File: src/rtl/servo_pkg.sv
// servo_pkg: shared types and byte constants for the CD-i servo command link.
//   cmd_e    : command selector seen on cmd[1:0]
//   disc_e   : decoded disc type presented on disc[1:0]
//   state_e  : servo_cmd_master FSM states
//   cmd_byte : maps a command selector to its opcode byte
//   decode_disc / decode_tray : report byte decoders
package servo_pkg;

  typedef enum logic [1:0] {
    CMD_STATUS = 2'd0,
    CMD_OPEN   = 2'd1,
    CMD_CLOSE  = 2'd2,
    CMD_RSVD   = 2'd3
  } cmd_e;

  typedef enum logic [1:0] {
    DISC_NONE    = 2'd0,
    DISC_AUDIO   = 2'd1,
    DISC_CDI     = 2'd2,
    DISC_UNKNOWN = 2'd3
  } disc_e;

  typedef enum logic [3:0] {
    ST_SYNC,
    ST_SYNC_WAIT,
    ST_IDLE,
    ST_CMD_TX,
    ST_CMD_ACK,
    ST_RPT_WAIT,
    ST_RPT_TX,
    ST_RPT_ACK,
    ST_FIN_WAIT
  } state_e;

  localparam logic [7:0] BYTE_SYNC        = 8'hDD;
  localparam logic [7:0] BYTE_SYNC_ACK    = 8'hEE;
  localparam logic [7:0] BYTE_CMD_ACK     = 8'h55;
  localparam logic [7:0] BYTE_POLL        = 8'hAA;
  localparam logic [7:0] BYTE_STATUS      = 8'hB0;
  localparam logic [7:0] BYTE_OPEN        = 8'hA6;
  localparam logic [7:0] BYTE_CLOSE       = 8'hA7;
  localparam logic [7:0] BYTE_RPT_LEN     = 8'h03;
  localparam logic [7:0] BYTE_TRAY_OPEN   = 8'h21;
  localparam logic [7:0] BYTE_TRAY_CLOSED = 8'h25;

  function automatic logic [7:0] cmd_byte(input logic [1:0] c);
    logic [7:0] b;
    b = BYTE_STATUS;
    case (cmd_e'(c))
      CMD_OPEN:  b = BYTE_OPEN;
      CMD_CLOSE: b = BYTE_CLOSE;
      default:   b = BYTE_STATUS;
    endcase
    return b;
  endfunction

  function automatic disc_e decode_disc(input logic [7:0] b);
    disc_e d;
    case (b)
      8'h01:   d = DISC_AUDIO;
      8'h02:   d = DISC_CDI;
      8'h03:   d = DISC_NONE;
      default: d = DISC_UNKNOWN;
    endcase
    return d;
  endfunction

  // Only the explicit open code reports an open tray; closed and any
  // unrecognised value both read as closed.
  function automatic logic decode_tray(input logic [7:0] b);
    logic t;
    case (b)
      BYTE_TRAY_OPEN:   t = 1'b1;
      BYTE_TRAY_CLOSED: t = 1'b0;
      default:          t = 1'b0;
    endcase
    return t;
  endfunction

endpackage

File: src/rtl/parallelel_spi.sv
// parallelel_spi: byte-parallel SPI-style link between the slave MCU and
// the servo.
//   write     : 1-cycle strobe from the master
//   mosi[7:0] : byte from master, valid while write is high
//   miso[7:0] : byte from servo, sampled by the master in the write cycle
interface parallelel_spi;
  logic       write;
  logic [7:0] mosi;
  logic [7:0] miso;

  modport master (output write, output mosi, input miso);
  modport slave  (input write, input mosi, output miso);
endinterface

File: src/rtl/servo_fault_timer.sv
// servo_fault_timer: loadable down-counter with clear and expired flag.
//   clk, reset_n : clock, asynchronous active-low reset
//   load         : load load_val (wins over clear)
//   clear        : force count to zero
//   load_val     : value loaded on load
//   expired      : count is zero
// The counter decrements every cycle and holds at zero.
module servo_fault_timer #(
  parameter int FAULT_TIMEOUT = 4096,
  localparam int W = $clog2(FAULT_TIMEOUT + 1)
) (
  input  logic         clk,
  input  logic         reset_n,
  input  logic         load,
  input  logic         clear,
  input  logic [W-1:0] load_val,
  output logic         expired
);

  logic [W-1:0] count;

  always_ff @(posedge clk or negedge reset_n) begin
    if (!reset_n) begin
      count <= '0;
    end else if (load) begin
      count <= load_val;
    end else if (clear) begin
      count <= '0;
    end else if (count != '0) begin
      count <= count - 1'b1;
    end
  end

  assign expired = (count == '0);

endmodule

File: src/rtl/servo_cmd_master.sv
// servo_cmd_master: initiator of the slave-MCU <-> servo byte link.
// Syncs with 0xDD/0xEE, sends status/open/close command frames, polls the
// 5-byte disc-state report and presents decoded disc and tray status.
//   clk, reset_n   : clock, asynchronous active-low reset
//   spi            : parallelel_spi master modport
//   mode_fault     : byte-acknowledge / report-ready pulse from servo
//   cmd_valid, cmd : command request (0 STATUS, 1 OPEN, 2 CLOSE, 3 ignored)
//   cmd_ready      : high only in IDLE
//   status_valid   : 1-cycle pulse when a report has been decoded
//   disc, tray_open: decoded report contents
//   err            : sticky error, cleared by the next accepted command
//   synced         : link sync achieved
// Build option: SERVO_MASTER_UNSOLICITED_EN lets a mode_fault pulse in IDLE
// start a report read directly (servo pushes a report on disc mount).
//
// state     | meaning
// SYNC      | write 0xDD, check for 0xEE
// SYNC_WAIT | back-off SYNC_GAP cycles before retrying sync
// IDLE      | synced, waiting for a command
// CMD_TX    | command byte i write cycle
// CMD_ACK   | waiting for mode_fault acknowledging command byte i
// RPT_WAIT  | waiting for mode_fault signalling report ready
// RPT_TX    | report byte j write cycle (0xAA poll)
// RPT_ACK   | waiting for mode_fault acknowledging report byte j
// FIN_WAIT  | report decoded, waiting for final mode_fault
module servo_cmd_master
  import servo_pkg::*;
#(
  parameter int SYNC_GAP      = 64,
  parameter int FAULT_TIMEOUT = 4096
) (
  input  logic          clk,
  input  logic          reset_n,
  parallelel_spi.master spi,
  input  logic          mode_fault,
  input  logic          cmd_valid,
  input  logic [1:0]    cmd,
  output logic          cmd_ready,
  output logic          status_valid,
  output disc_e         disc,
  output logic          tray_open,
  output logic          err,
  output logic          synced
);

  localparam int W = $clog2(FAULT_TIMEOUT + 1);
  localparam logic [W-1:0] GAP_LOAD = W'(SYNC_GAP - 1);
  localparam logic [W-1:0] TMO_LOAD = W'(FAULT_TIMEOUT - 1);

  state_e     state, next_state;
  logic       write_q, write_d;
  logic [7:0] mosi_q, mosi_d;
  logic [2:0] idx, idx_d;
  logic [7:0] disc_byte, disc_byte_d;
  disc_e      disc_d;
  logic       tray_d, sv_d, err_d, synced_d;

  logic         tmr_load, tmr_clear, tmr_expired;
  logic [W-1:0] tmr_load_val;

  function automatic logic is_timed(input state_e s);
    return (s == ST_SYNC_WAIT) || (s == ST_CMD_ACK) || (s == ST_RPT_WAIT) ||
           (s == ST_RPT_ACK)   || (s == ST_FIN_WAIT);
  endfunction

  assign spi.write = write_q;
  assign spi.mosi  = mosi_q;
  assign cmd_ready = (state == ST_IDLE);

  // Every entry into a waiting state restarts the timer; SYNC_WAIT reuses it
  // for the retry back-off.
  assign tmr_load     = is_timed(next_state) && (next_state != state);
  assign tmr_clear    = !is_timed(next_state);
  assign tmr_load_val = (next_state == ST_SYNC_WAIT) ? GAP_LOAD : TMO_LOAD;

  servo_fault_timer #(.FAULT_TIMEOUT(FAULT_TIMEOUT)) u_timer (
    .clk      (clk),
    .reset_n  (reset_n),
    .load     (tmr_load),
    .clear    (tmr_clear),
    .load_val (tmr_load_val),
    .expired  (tmr_expired)
  );

  always_ff @(posedge clk or negedge reset_n) begin
    if (!reset_n) state <= ST_SYNC;
    else          state <= next_state;
  end

  // write_d/mosi_d describe the byte for the cycle in which next_state is a
  // write state, so the strobe comes straight out of a flop. The accepted
  // command opcode is captured directly into mosi.
  always_comb begin
    next_state  = state;
    write_d     = 1'b0;
    mosi_d      = mosi_q;
    idx_d       = idx;
    disc_byte_d = disc_byte;
    disc_d      = disc;
    tray_d      = tray_open;
    sv_d        = 1'b0;
    err_d       = err;
    synced_d    = synced;

    case (state)
      ST_SYNC: begin
        if (write_q) begin
          if (spi.miso == BYTE_SYNC_ACK) begin
            next_state = ST_IDLE;
            synced_d   = 1'b1;
          end else begin
            next_state = ST_SYNC_WAIT;
          end
        end else begin
          // first cycle out of reset: issue the sync write next
          write_d = 1'b1;
          mosi_d  = BYTE_SYNC;
        end
      end

      ST_SYNC_WAIT: begin
        if (tmr_expired) begin
          next_state = ST_SYNC;
          write_d    = 1'b1;
          mosi_d     = BYTE_SYNC;
        end
      end

      ST_IDLE: begin
`ifdef SERVO_MASTER_UNSOLICITED_EN
        if (mode_fault) begin
          next_state = ST_RPT_TX;
          idx_d      = '0;
          write_d    = 1'b1;
          mosi_d     = BYTE_POLL;
        end else
`endif
        if (cmd_valid && (cmd != CMD_RSVD)) begin
          next_state = ST_CMD_TX;
          idx_d      = '0;
          err_d      = 1'b0;
          write_d    = 1'b1;
          mosi_d     = cmd_byte(cmd);
        end
      end

      ST_CMD_TX: begin
        next_state = ST_CMD_ACK;
        if ((idx == 3'd0) && (spi.miso != BYTE_CMD_ACK)) err_d = 1'b1;
      end

      ST_CMD_ACK: begin
        if (mode_fault) begin
          if (idx == 3'd3) begin
            next_state = ST_RPT_WAIT;
          end else begin
            next_state = ST_CMD_TX;
            idx_d      = idx + 3'd1;
            write_d    = 1'b1;
            mosi_d     = 8'h00;
          end
        end else if (tmr_expired) begin
          next_state = ST_SYNC;
        end
      end

      ST_RPT_WAIT: begin
        if (mode_fault) begin
          next_state = ST_RPT_TX;
          idx_d      = '0;
          write_d    = 1'b1;
          mosi_d     = BYTE_POLL;
        end else if (tmr_expired) begin
          next_state = ST_SYNC;
        end
      end

      ST_RPT_TX: begin
        next_state = ST_RPT_ACK;
        case (idx)
          3'd0: if (spi.miso != BYTE_RPT_LEN) err_d = 1'b1;
          3'd1: if (spi.miso != BYTE_STATUS)  err_d = 1'b1;
          3'd2: if (spi.miso != 8'h00)        err_d = 1'b1;
          3'd3: disc_byte_d = spi.miso;
          default: begin
            next_state = ST_FIN_WAIT;
            disc_d     = decode_disc(disc_byte);
            tray_d     = decode_tray(spi.miso);
            sv_d       = 1'b1;
          end
        endcase
      end

      ST_RPT_ACK: begin
        if (mode_fault) begin
          next_state = ST_RPT_TX;
          idx_d      = idx + 3'd1;
          write_d    = 1'b1;
          mosi_d     = BYTE_POLL;
        end else if (tmr_expired) begin
          next_state = ST_SYNC;
        end
      end

      ST_FIN_WAIT: begin
        if (mode_fault)       next_state = ST_IDLE;
        else if (tmr_expired) next_state = ST_SYNC;
      end

      default: next_state = ST_SYNC;
    endcase

    // Timeout out of any acknowledge/wait state drops sync and retries at once.
    if ((state != ST_SYNC_WAIT) && is_timed(state) && (next_state == ST_SYNC)) begin
      err_d    = 1'b1;
      synced_d = 1'b0;
      write_d  = 1'b1;
      mosi_d   = BYTE_SYNC;
    end
  end

  always_ff @(posedge clk or negedge reset_n) begin
    if (!reset_n) begin
      write_q      <= 1'b0;
      mosi_q       <= 8'hFF;
      idx          <= '0;
      disc_byte    <= '0;
      disc         <= DISC_NONE;
      tray_open    <= 1'b0;
      status_valid <= 1'b0;
      err          <= 1'b0;
      synced       <= 1'b0;
    end else begin
      write_q      <= write_d;
      mosi_q       <= mosi_d;
      idx          <= idx_d;
      disc_byte    <= disc_byte_d;
      disc         <= disc_d;
      tray_open    <= tray_d;
      status_valid <= sv_d;
      err          <= err_d;
      synced       <= synced_d;
    end
  end

endmodule
File: src/flat_wrapper.sv
// flat-port wrapper written by rule: the top's interface ports become plain ports
module servo_cmd_master_flat import servo_pkg::*;
#(
  parameter int SYNC_GAP      = 64,
  parameter int FAULT_TIMEOUT = 4096
)
  (clk, reset_n, mode_fault, cmd_valid, cmd, cmd_ready, status_valid, disc, tray_open, err, synced, spi_write, spi_mosi, spi_miso);
  parallelel_spi spi_i ();
  input  logic clk;
  input  logic reset_n;
  input  logic mode_fault;
  input  logic cmd_valid;
  input  logic [1:0] cmd;
  output logic cmd_ready;
  output logic status_valid;
  output disc_e disc;
  output logic tray_open;
  output logic err;
  output logic synced;
  output wire logic [$bits(spi_i.write)-1:0] spi_write;
  output wire logic [$bits(spi_i.mosi)-1:0] spi_mosi;
  input wire logic [$bits(spi_i.miso)-1:0] spi_miso;
  assign spi_write = spi_i.write;
  assign spi_mosi = spi_i.mosi;
  assign spi_i.miso = spi_miso;
  servo_cmd_master #(.SYNC_GAP(SYNC_GAP), .FAULT_TIMEOUT(FAULT_TIMEOUT)) u_core (.clk(clk), .reset_n(reset_n), .spi(spi_i), .mode_fault(mode_fault), .cmd_valid(cmd_valid), .cmd(cmd), .cmd_ready(cmd_ready), .status_valid(status_valid), .disc(disc), .tray_open(tray_open), .err(err), .synced(synced));
endmodule
File: config.mk
export PLATFORM = sky130hd
export DESIGN_NAME = servo_cmd_master_flat
export DESIGN_NICKNAME = d
export VERILOG_FILES = /design/src/rtl/servo_pkg.sv /design/src/rtl/parallelel_spi.sv /design/src/rtl/servo_fault_timer.sv /design/src/rtl/servo_cmd_master.sv /design/src/flat_wrapper.sv
export SDC_FILE = /design/constraint.sdc
export NUM_CORES = 1
export LEC_CHECK = 0
export ABC_AREA = 1
export CORE_MARGIN = 2
export CORE_UTILIZATION = 44
export CTS_CLUSTER_DIAMETER = 30
export DETAILED_ROUTE_END_ITERATION = 10
export GPL_TIMING_DRIVEN = 0
export PLACE_DENSITY = 0.77
export SLEW_MARGIN = 25
export SYNTH_ARGS = -nofsm -noshare
export SYNTH_HDL_FRONTEND = slang
export SYNTH_SLANG_ARGS = --single-unit
File: constraint.sdc
create_clock -name clk -period 3.2 [get_ports clk]
set_clock_uncertainty 0.2 [all_clocks]
set_input_delay 0.64 -clock clk [delete_from_list [all_inputs] [get_ports clk]]
set_output_delay 0.64 -clock clk [all_outputs]
set_load 0.03 [all_outputs]
==> run summary, run 1 <==
layout cells sized above 1: 17.7%
Fin Hold WS: 0.0902 ns
Area Overhead vs Synth: 18.9%
Tot Pwr: 1.45 mW
post-synthesis cell type count: 41
antenna violations before repair: 0
drt drc: 0
# IOs: 30
Net Sw Power: 496 µW
# H-tree levels: 2
Syn Inst Count: 323
Initial DRT Pass Iterations: 4
Hold Fails Final Rpt: 0
WP data arrival: 1.97 ns
die footprint: 0.00647 mm²
CTS Buf Count: 5
Post-CTS Setup Inserts: 0
Rows: 27
internal power: 951 µW
Peak VDD IR: 0.203 mV
status: complete, no violations
RSZ-0062 raised after global routing: false
DP HPWL: 4330 µm
first-pass GRT wire length: 9750 µm
Clock Sink Count: 43
Post-CTS Resized: 0
Mapped Area: 0.00257 mm²
endpoints failing setup: 0
All-Layer GR Usage: 19.0%
synthesized flop and latch total: 43
DR iter-0 viols: 72
Initial Util: 46.1%
Final Wtd Congestion: 0.928
vias in the first global route: 2206
detail-routed via count per cell: 5.16
main combinational cell family by area after synthesis: simple AND/OR/NAND/NOR gates
Max Root-Sink Buffers: 2
Die Ht: 80.4 µm
highest net fanout along the worst path: 7
Final #Nets: 382
CTS tree: done
max-cap viol count: 0
die width: 80.4 µm
synth warn: 0
via count: 2233
Reg power frac: 45.5%
Slew Limit Headroom: 68.4%
design area: 0.00306 mm²
max-slew violation count: 0
Mapped Nets: 345
CP Class: register to primary output
Fmax: 356 MHz
Worst-Margin Slew: 0.474 ns
crit path from: u_core.state[2]
grt total ovfl: 0
mean post-synth cell area: 7.96 µm²
remaining antenna violation count: 0
Post-Synth Simple-Gate Area: 35.2%
clk_lat worst skew: 0.30 ns
Inserted Diodes: 0
crit start category: register
register area share after synthesis: 42.3%
post-synthesis mux area share: 1.31%
Final TNS setup: 0 ns
FF-to-FF Start: u_core.idx[0]
leakage power: 1.47 nW
clock slew at reported path FFs: 0.08 ns
root buf cell: clkbuf_8
XOR/XNOR Fraction of Synth Area: 2.73%
Core ar.: 0.00557 mm²
largest net degree at the start of global routing: 26
Crit. End Element: primary output
power density over the cells: 473 mW/mm²
fin crit share: 87.8%
Switching Share: 34.3%
Critical Path RT: 2.36 ns
combinational share of power: 29.9%
Adder-Cell Fraction of Synth Area: 3.89%
Synth Area in Compound Gates: 8.47%
WL per Instance: 12.6 µm
clock share of power: 24.5%
DP Area: 0.00297 mm²
hold crit path type: input pin to async pin
port buffer count: 29
CTS Hold Bufs: 0
Period minus WS final: 2.81 ns
routed wire length: 5470 µm
[worst paths after layout]
path / to / slack, ns / depth (start not counted)
max: cmd_ready / 0.39 / 4
min reg2reg: u_core.disc_byte[3] / 0.29 / 2
max reg2reg: u_core.u_timer.count[9] / 0.57 / 13
max in group asynchronous: u_core.spi.mosi[6] / 2.14 / 2
min: u_core.u_timer.count[3] / 0.09 / 1
min in group clk: u_core.disc_byte[3] / 0.29 / 2
[layout make-up]
class | instances | area (µm²)
buffer | 3 | 22.5
clock buffer | 7 | 86.3
clock inverter | 1 | 5.00
fill | 540 | 2520
inverter | 35 | 134
multi-input combinational | 242 | 1330
sequential | 43 | 1090
tap | 72 | 90.1
timing repair buffer | 30 | 305
[registers in the layout (all words and copies together), names as in the netlist]
name,cells
u_core.disc,2
u_core.disc_byte,8
u_core.err,1
u_core.idx,3
u_core.spi.mosi,8
u_core.spi.write,1
u_core.state,4
u_core.status_valid,1
u_core.synced,1
u_core.tray_open,1
u_core.u_timer.count,13
[cell usage in the layout, fill, tap and decap left out, types with 3 or more instances in the layout]
cell	netlist	routed
a21oi_1	6	6
clkbuf_8	0	6
clkdlybuf4s50_1	0	28
dfrtp_1	35	35
dfstp_2	8	8
ha_1	8	8
inv_1	24	24
inv_2	10	10
mux2_2	3	3
nand2_1	72	72
nand2_2	8	8
nand3_1	26	26
nand3_2	3	3
nand4_1	7	7
nor2_1	42	42
nor2_2	8	8
nor2_4	4	4
nor3_1	7	7
o21ai_0	13	13
o21ai_1	3	3
xnor2_1	4	4
xor2_1	4	4
[power groups by stage]
stage               Clock [mW]  Sequential (mW)  Combinational, mW
global route             0.393            0.666              0.503
floorplan                    0            0.672              0.315
finish                   0.355            0.659              0.433
detailed placement           0            0.669              0.437
CTS                      0.368            0.659              0.440
global placement             0            0.666              0.423
[cells by family after synthesis]
kind of cell,after synthesis
adder cells (fa/ha/maj),8
AO/OA/AOI/OAI,36
buffers and inverters,38
AND/OR/NAND/NOR,187
XOR/XNOR,8
flip-flops,43
multiplexers,3
[layer usage]
layer  routed length (µm)  GRT usage [%]
met3                  188           3.93
met5                    0              0
met1                 2530           25.1
met2                 2690           32.5
met4                   62           3.56
[synthesized netlist by cell type]
cell,count,area share (%)
nand4_1,7,1.7
o211ai_1,1,0.29
and3_1,1,0.24
clkbuf_1,1,0.15
buf_4,1,0.29
nand3b_4,1,0.78
o22ai_1,2,0.49
nand2_1,72,11
nor2_4,4,1.8
a21oi_2,1,0.34
nand2_2,8,1.9
a211oi_1,2,0.58
nand3_1,26,5.1
nor4_1,2,0.49
xor2_1,4,1.4
a21boi_1,1,0.29
nor2_1,42,6.1
a41oi_1,2,0.68
inv_2,10,1.5
dfstp_2,8,8.2
mux2_2,3,1.3
inv_4,1,0.24
a22oi_1,1,0.29
a21boi_0,2,0.58
ha_1,8,3.9
nand2_4,2,0.88
xnor2_1,4,1.4
nand3_2,3,1.2
nor2_2,8,1.9
o21ai_0,13,2.5
buf_6,1,0.44
a21oi_1,6,1.2
nand4_2,1,0.49
o31ai_1,1,0.29
o21ai_2,1,0.34
or2_2,2,0.49
nor3b_1,1,0.29
nor3_1,7,1.4
inv_1,24,3.5
o21ai_1,3,0.58
dfrtp_1,35,34
[stage by stage]
step	worst slack, ns	std cells	utilization [%]
after floorplan	0.912	323	-
after detailed placement	0.285	425	53.2
after global routing	0.291	433	54.8
after global placement	0.0888	424	52.9
after CTS	0.400	433	54.8
final	0.389	433	54.8
[critical path, cell delays in order, from the launching register on]
cell and delay, ns:
dfrtp_1 0.44, nor2_1 0.26, inv_2 0.09, nor2_4 0.18, clkdlybuf4s50_1 0.71
Note: power is estimated with default switching activity, not from simulation.
==> run 2: changes to the inputs <==
--- a/config.mk
+++ b/config.mk
@@ -6,12 +6,14 @@
 export NUM_CORES = 1
 export LEC_CHECK = 0
 export ABC_AREA = 1
+export CELL_PAD_IN_SITES_DETAIL_PLACEMENT = 1
+export CELL_PAD_IN_SITES_GLOBAL_PLACEMENT = 1
 export CORE_MARGIN = 2
-export CORE_UTILIZATION = 44
+export CORE_UTILIZATION = 41
 export CTS_CLUSTER_DIAMETER = 30
 export DETAILED_ROUTE_END_ITERATION = 10
 export GPL_TIMING_DRIVEN = 0
-export PLACE_DENSITY = 0.77
+export PLACE_DENSITY = 0.91
 export SLEW_MARGIN = 25
 export SYNTH_ARGS = -nofsm -noshare
 export SYNTH_HDL_FRONTEND = slang
==> run 2 against run 1 <==
Clock power about the same. Combinational power increased by 4%. Die area increased by 6.9%. Sequential cell count unchanged. Largest cell class unchanged. Largest power group unchanged.
==> run summary, run 2 (synthesis gave the netlist of run 1 again) <==
wl on met1: 2900 µm (was 2530 µm)
leakage power: 1.47 nW (about the same)
highest net fanout along the worst path: 7 (unchanged)
endpoints failing setup: 0 (unchanged)
Final Wtd Congestion: 0.847 (was 0.928)
Core ar.: 0.00599 mm² (was 0.00557 mm²)
die width: 83.2 µm (was 80.4 µm)
max-cap viol count: 0 (unchanged)
RSZ-0062 raised after global routing: false (unchanged)
Reg power frac: 45.1% (was 45.5%)
antenna violations before repair: 0 (unchanged)
cell family with most CP delay: buffers and inverters (unchanged)
drt drc: 0 (unchanged)
DR top layer: met4 (unchanged)
crit-path cells: nor2_1 -> inv_2 -> nor2_4 -> clkdlybuf4s50_1 (unchanged)
Worst-Margin Slew: 0.467 ns (was 0.474 ns)
Final Util: 51.0% (was 54.8%)
detail-routed via count per cell: 5.22 (was 5.16)
commonest non-fill, non-tap cell in the layout: nand2_1 (unchanged)
Post-CTS Resized: 0 (unchanged)
Max Root-Sink Buffers: 2 (unchanged)
DP HPWL: 5270 µm (was 4330 µm)
DR WL met2: 3320 µm (was 2690 µm)
Slew Limit Headroom: 68.6% (was 68.4%)
# IOs: 30 (unchanged)
Switching Share: 36.8% (was 34.3%)
Clock Sink Count: 43 (unchanged)
first-pass GRT wire length: 11800 µm (was 9750 µm)
CTS Buf Count: 5 (unchanged)
remaining antenna violation count: 0 (unchanged)
clk_lat worst skew: 0.31 ns (was 0.30 ns)
routed length on met3: 219 µm (was 188 µm)
CP Class: register to primary output (unchanged)
# H-tree levels: 2 (unchanged)
WL per Instance: 15.1 µm (was 12.6 µm)
grt total ovfl: 0 (unchanged)
port buffer count: 29 (unchanged)
Critical Path RT: 2.36 ns (about the same)
die footprint: 0.00692 mm² (was 0.00647 mm²)
Die Ht: 83.2 µm (was 80.4 µm)
Largest register FFs: 13 (unchanged)
internal power: 929 µW (was 951 µW)
via count: 2274 (was 2233)
fin crit share: 88.8% (was 87.8%)
power density over the cells: 481 mW/mm² (was 473 mW/mm²)
Hold Fails Final Rpt: 0 (unchanged)
Initial Util: 42.9% (was 46.1%)
Max stage delay on crit path: 0.71 ns (about the same)
CTS Hold Bufs: 0 (unchanged)
Peak VDD IR: 0.280 mV (was 0.203 mV)
clock slew at reported path FFs: 0.09 ns (was 0.08 ns)
Area Overhead vs Synth: 19.0% (was 18.9%)
Net Sw Power: 541 µW (was 496 µW)
Rows: 28 (was 27)
Period minus WS final: 2.84 ns (was 2.81 ns)
root buf cell: clkbuf_8 (unchanged)
DR iter-0 viols: 74 (was 72)
clock share of power: 24.2% (was 24.5%)
layout cells sized above 1: 18.0% (was 17.7%)
slowest CP cell: clkdlybuf4s50_1 (unchanged)
Inserted Diodes: 0 (unchanged)
routed wire length: 6590 µm (was 5470 µm)
Fmax: 352 MHz (was 356 MHz)
Final #Nets: 382 (unchanged)
Reg2Reg Setup Slack: 0.48 ns (was 0.57 ns)
crit start category: register (unchanged)
largest reg by FF count: u_core.u_timer.count (unchanged)
WP data arrival: 2.00 ns (was 1.97 ns)
Fill cells: 758 (was 540)
All-Layer GR Usage: 20.7% (was 19.0%)
status: complete, no violations (unchanged)
most frequent cells in the layout: 72 x nand2_1, 42 x nor2_1, 35 x dfrtp_1, 28 x clkdlybuf4s50_1, 26 x nand3_1 (unchanged)
combinational share of power: 30.7% (was 29.9%)
Post-CTS Setup Inserts: 0 (unchanged)
Worst Path Buf+Inv: 2 (unchanged)
CTS tree: done (unchanged)
max-slew violation count: 0 (unchanged)
Final TNS setup: 0 ns (unchanged)
largest net degree at the start of global routing: 28 (was 26)
vias in the first global route: 2472 (was 2206)
Crit. End Element: primary output (unchanged)
hold crit path type: input pin to async pin (unchanged)
Initial DRT Pass Iterations: 4 (unchanged)
-- run 2: through the flow --
stage                     std cells  setup slack (ns)  cell area, µm²  hold WS, ns  total power [mW]
after global routing            436             0.228            3060       0.0728              1.57
after CTS                       436             0.335            3060       0.0631              1.49
after global placement          427            0.0864            2950        0.270              1.09
after floorplan                 323             0.912            2570        0.144             0.987
after detailed placement        428             0.210            2970        0.278              1.13
final                           436             0.360            3060       0.0561              1.47
-- run 2: area by class of cell --
cell class	instances	area [µm²]	area share, %
buffer	3	22.5	0.736
clock buffer	5	68.8	2.25
clock inverter	3	20.0	0.655
inverter	35	134	4.38
multi-input combinational	242	1330	43.4
sequential	43	1090	35.5
tap	75	93.8	3.07
timing repair buffer	30	305	9.98
-- run 2: worst paths after layout --
check / from / to / cells past startpoint
setup reg to reg: u_core.idx[0] / u_core.spi.mosi[3] / 13
min in group clk: u_core.disc_byte[0] / u_core.disc_byte[0] / 2
max in group asynchronous: reset_n / u_core.spi.mosi[3] / 2
hold / removal: reset_n / u_core.u_timer.count[3] / 1
setup / recovery: u_core.state[2] / cmd_ready / 4
hold reg to reg: u_core.disc_byte[0] / u_core.disc_byte[0] / 2
-- run 2: power groups by stage --
stage | Combinational (mW) | Clock (mW) | Sequential [mW]
floorplan | 0.315 | 0 | 0.672
global placement | 0.427 | 0 | 0.667
detailed placement | 0.456 | 0 | 0.674
CTS | 0.459 | 0.368 | 0.664
global route | 0.510 | 0.393 | 0.672
finish | 0.451 | 0.355 | 0.663
-- run 2: layer usage --
metal	up-vias	GRT usage (%)
met5	-	0
met4	0	8.05
met3	15	4.08
met2	39	36.1
met1	1095	25.0
li1	1125	-
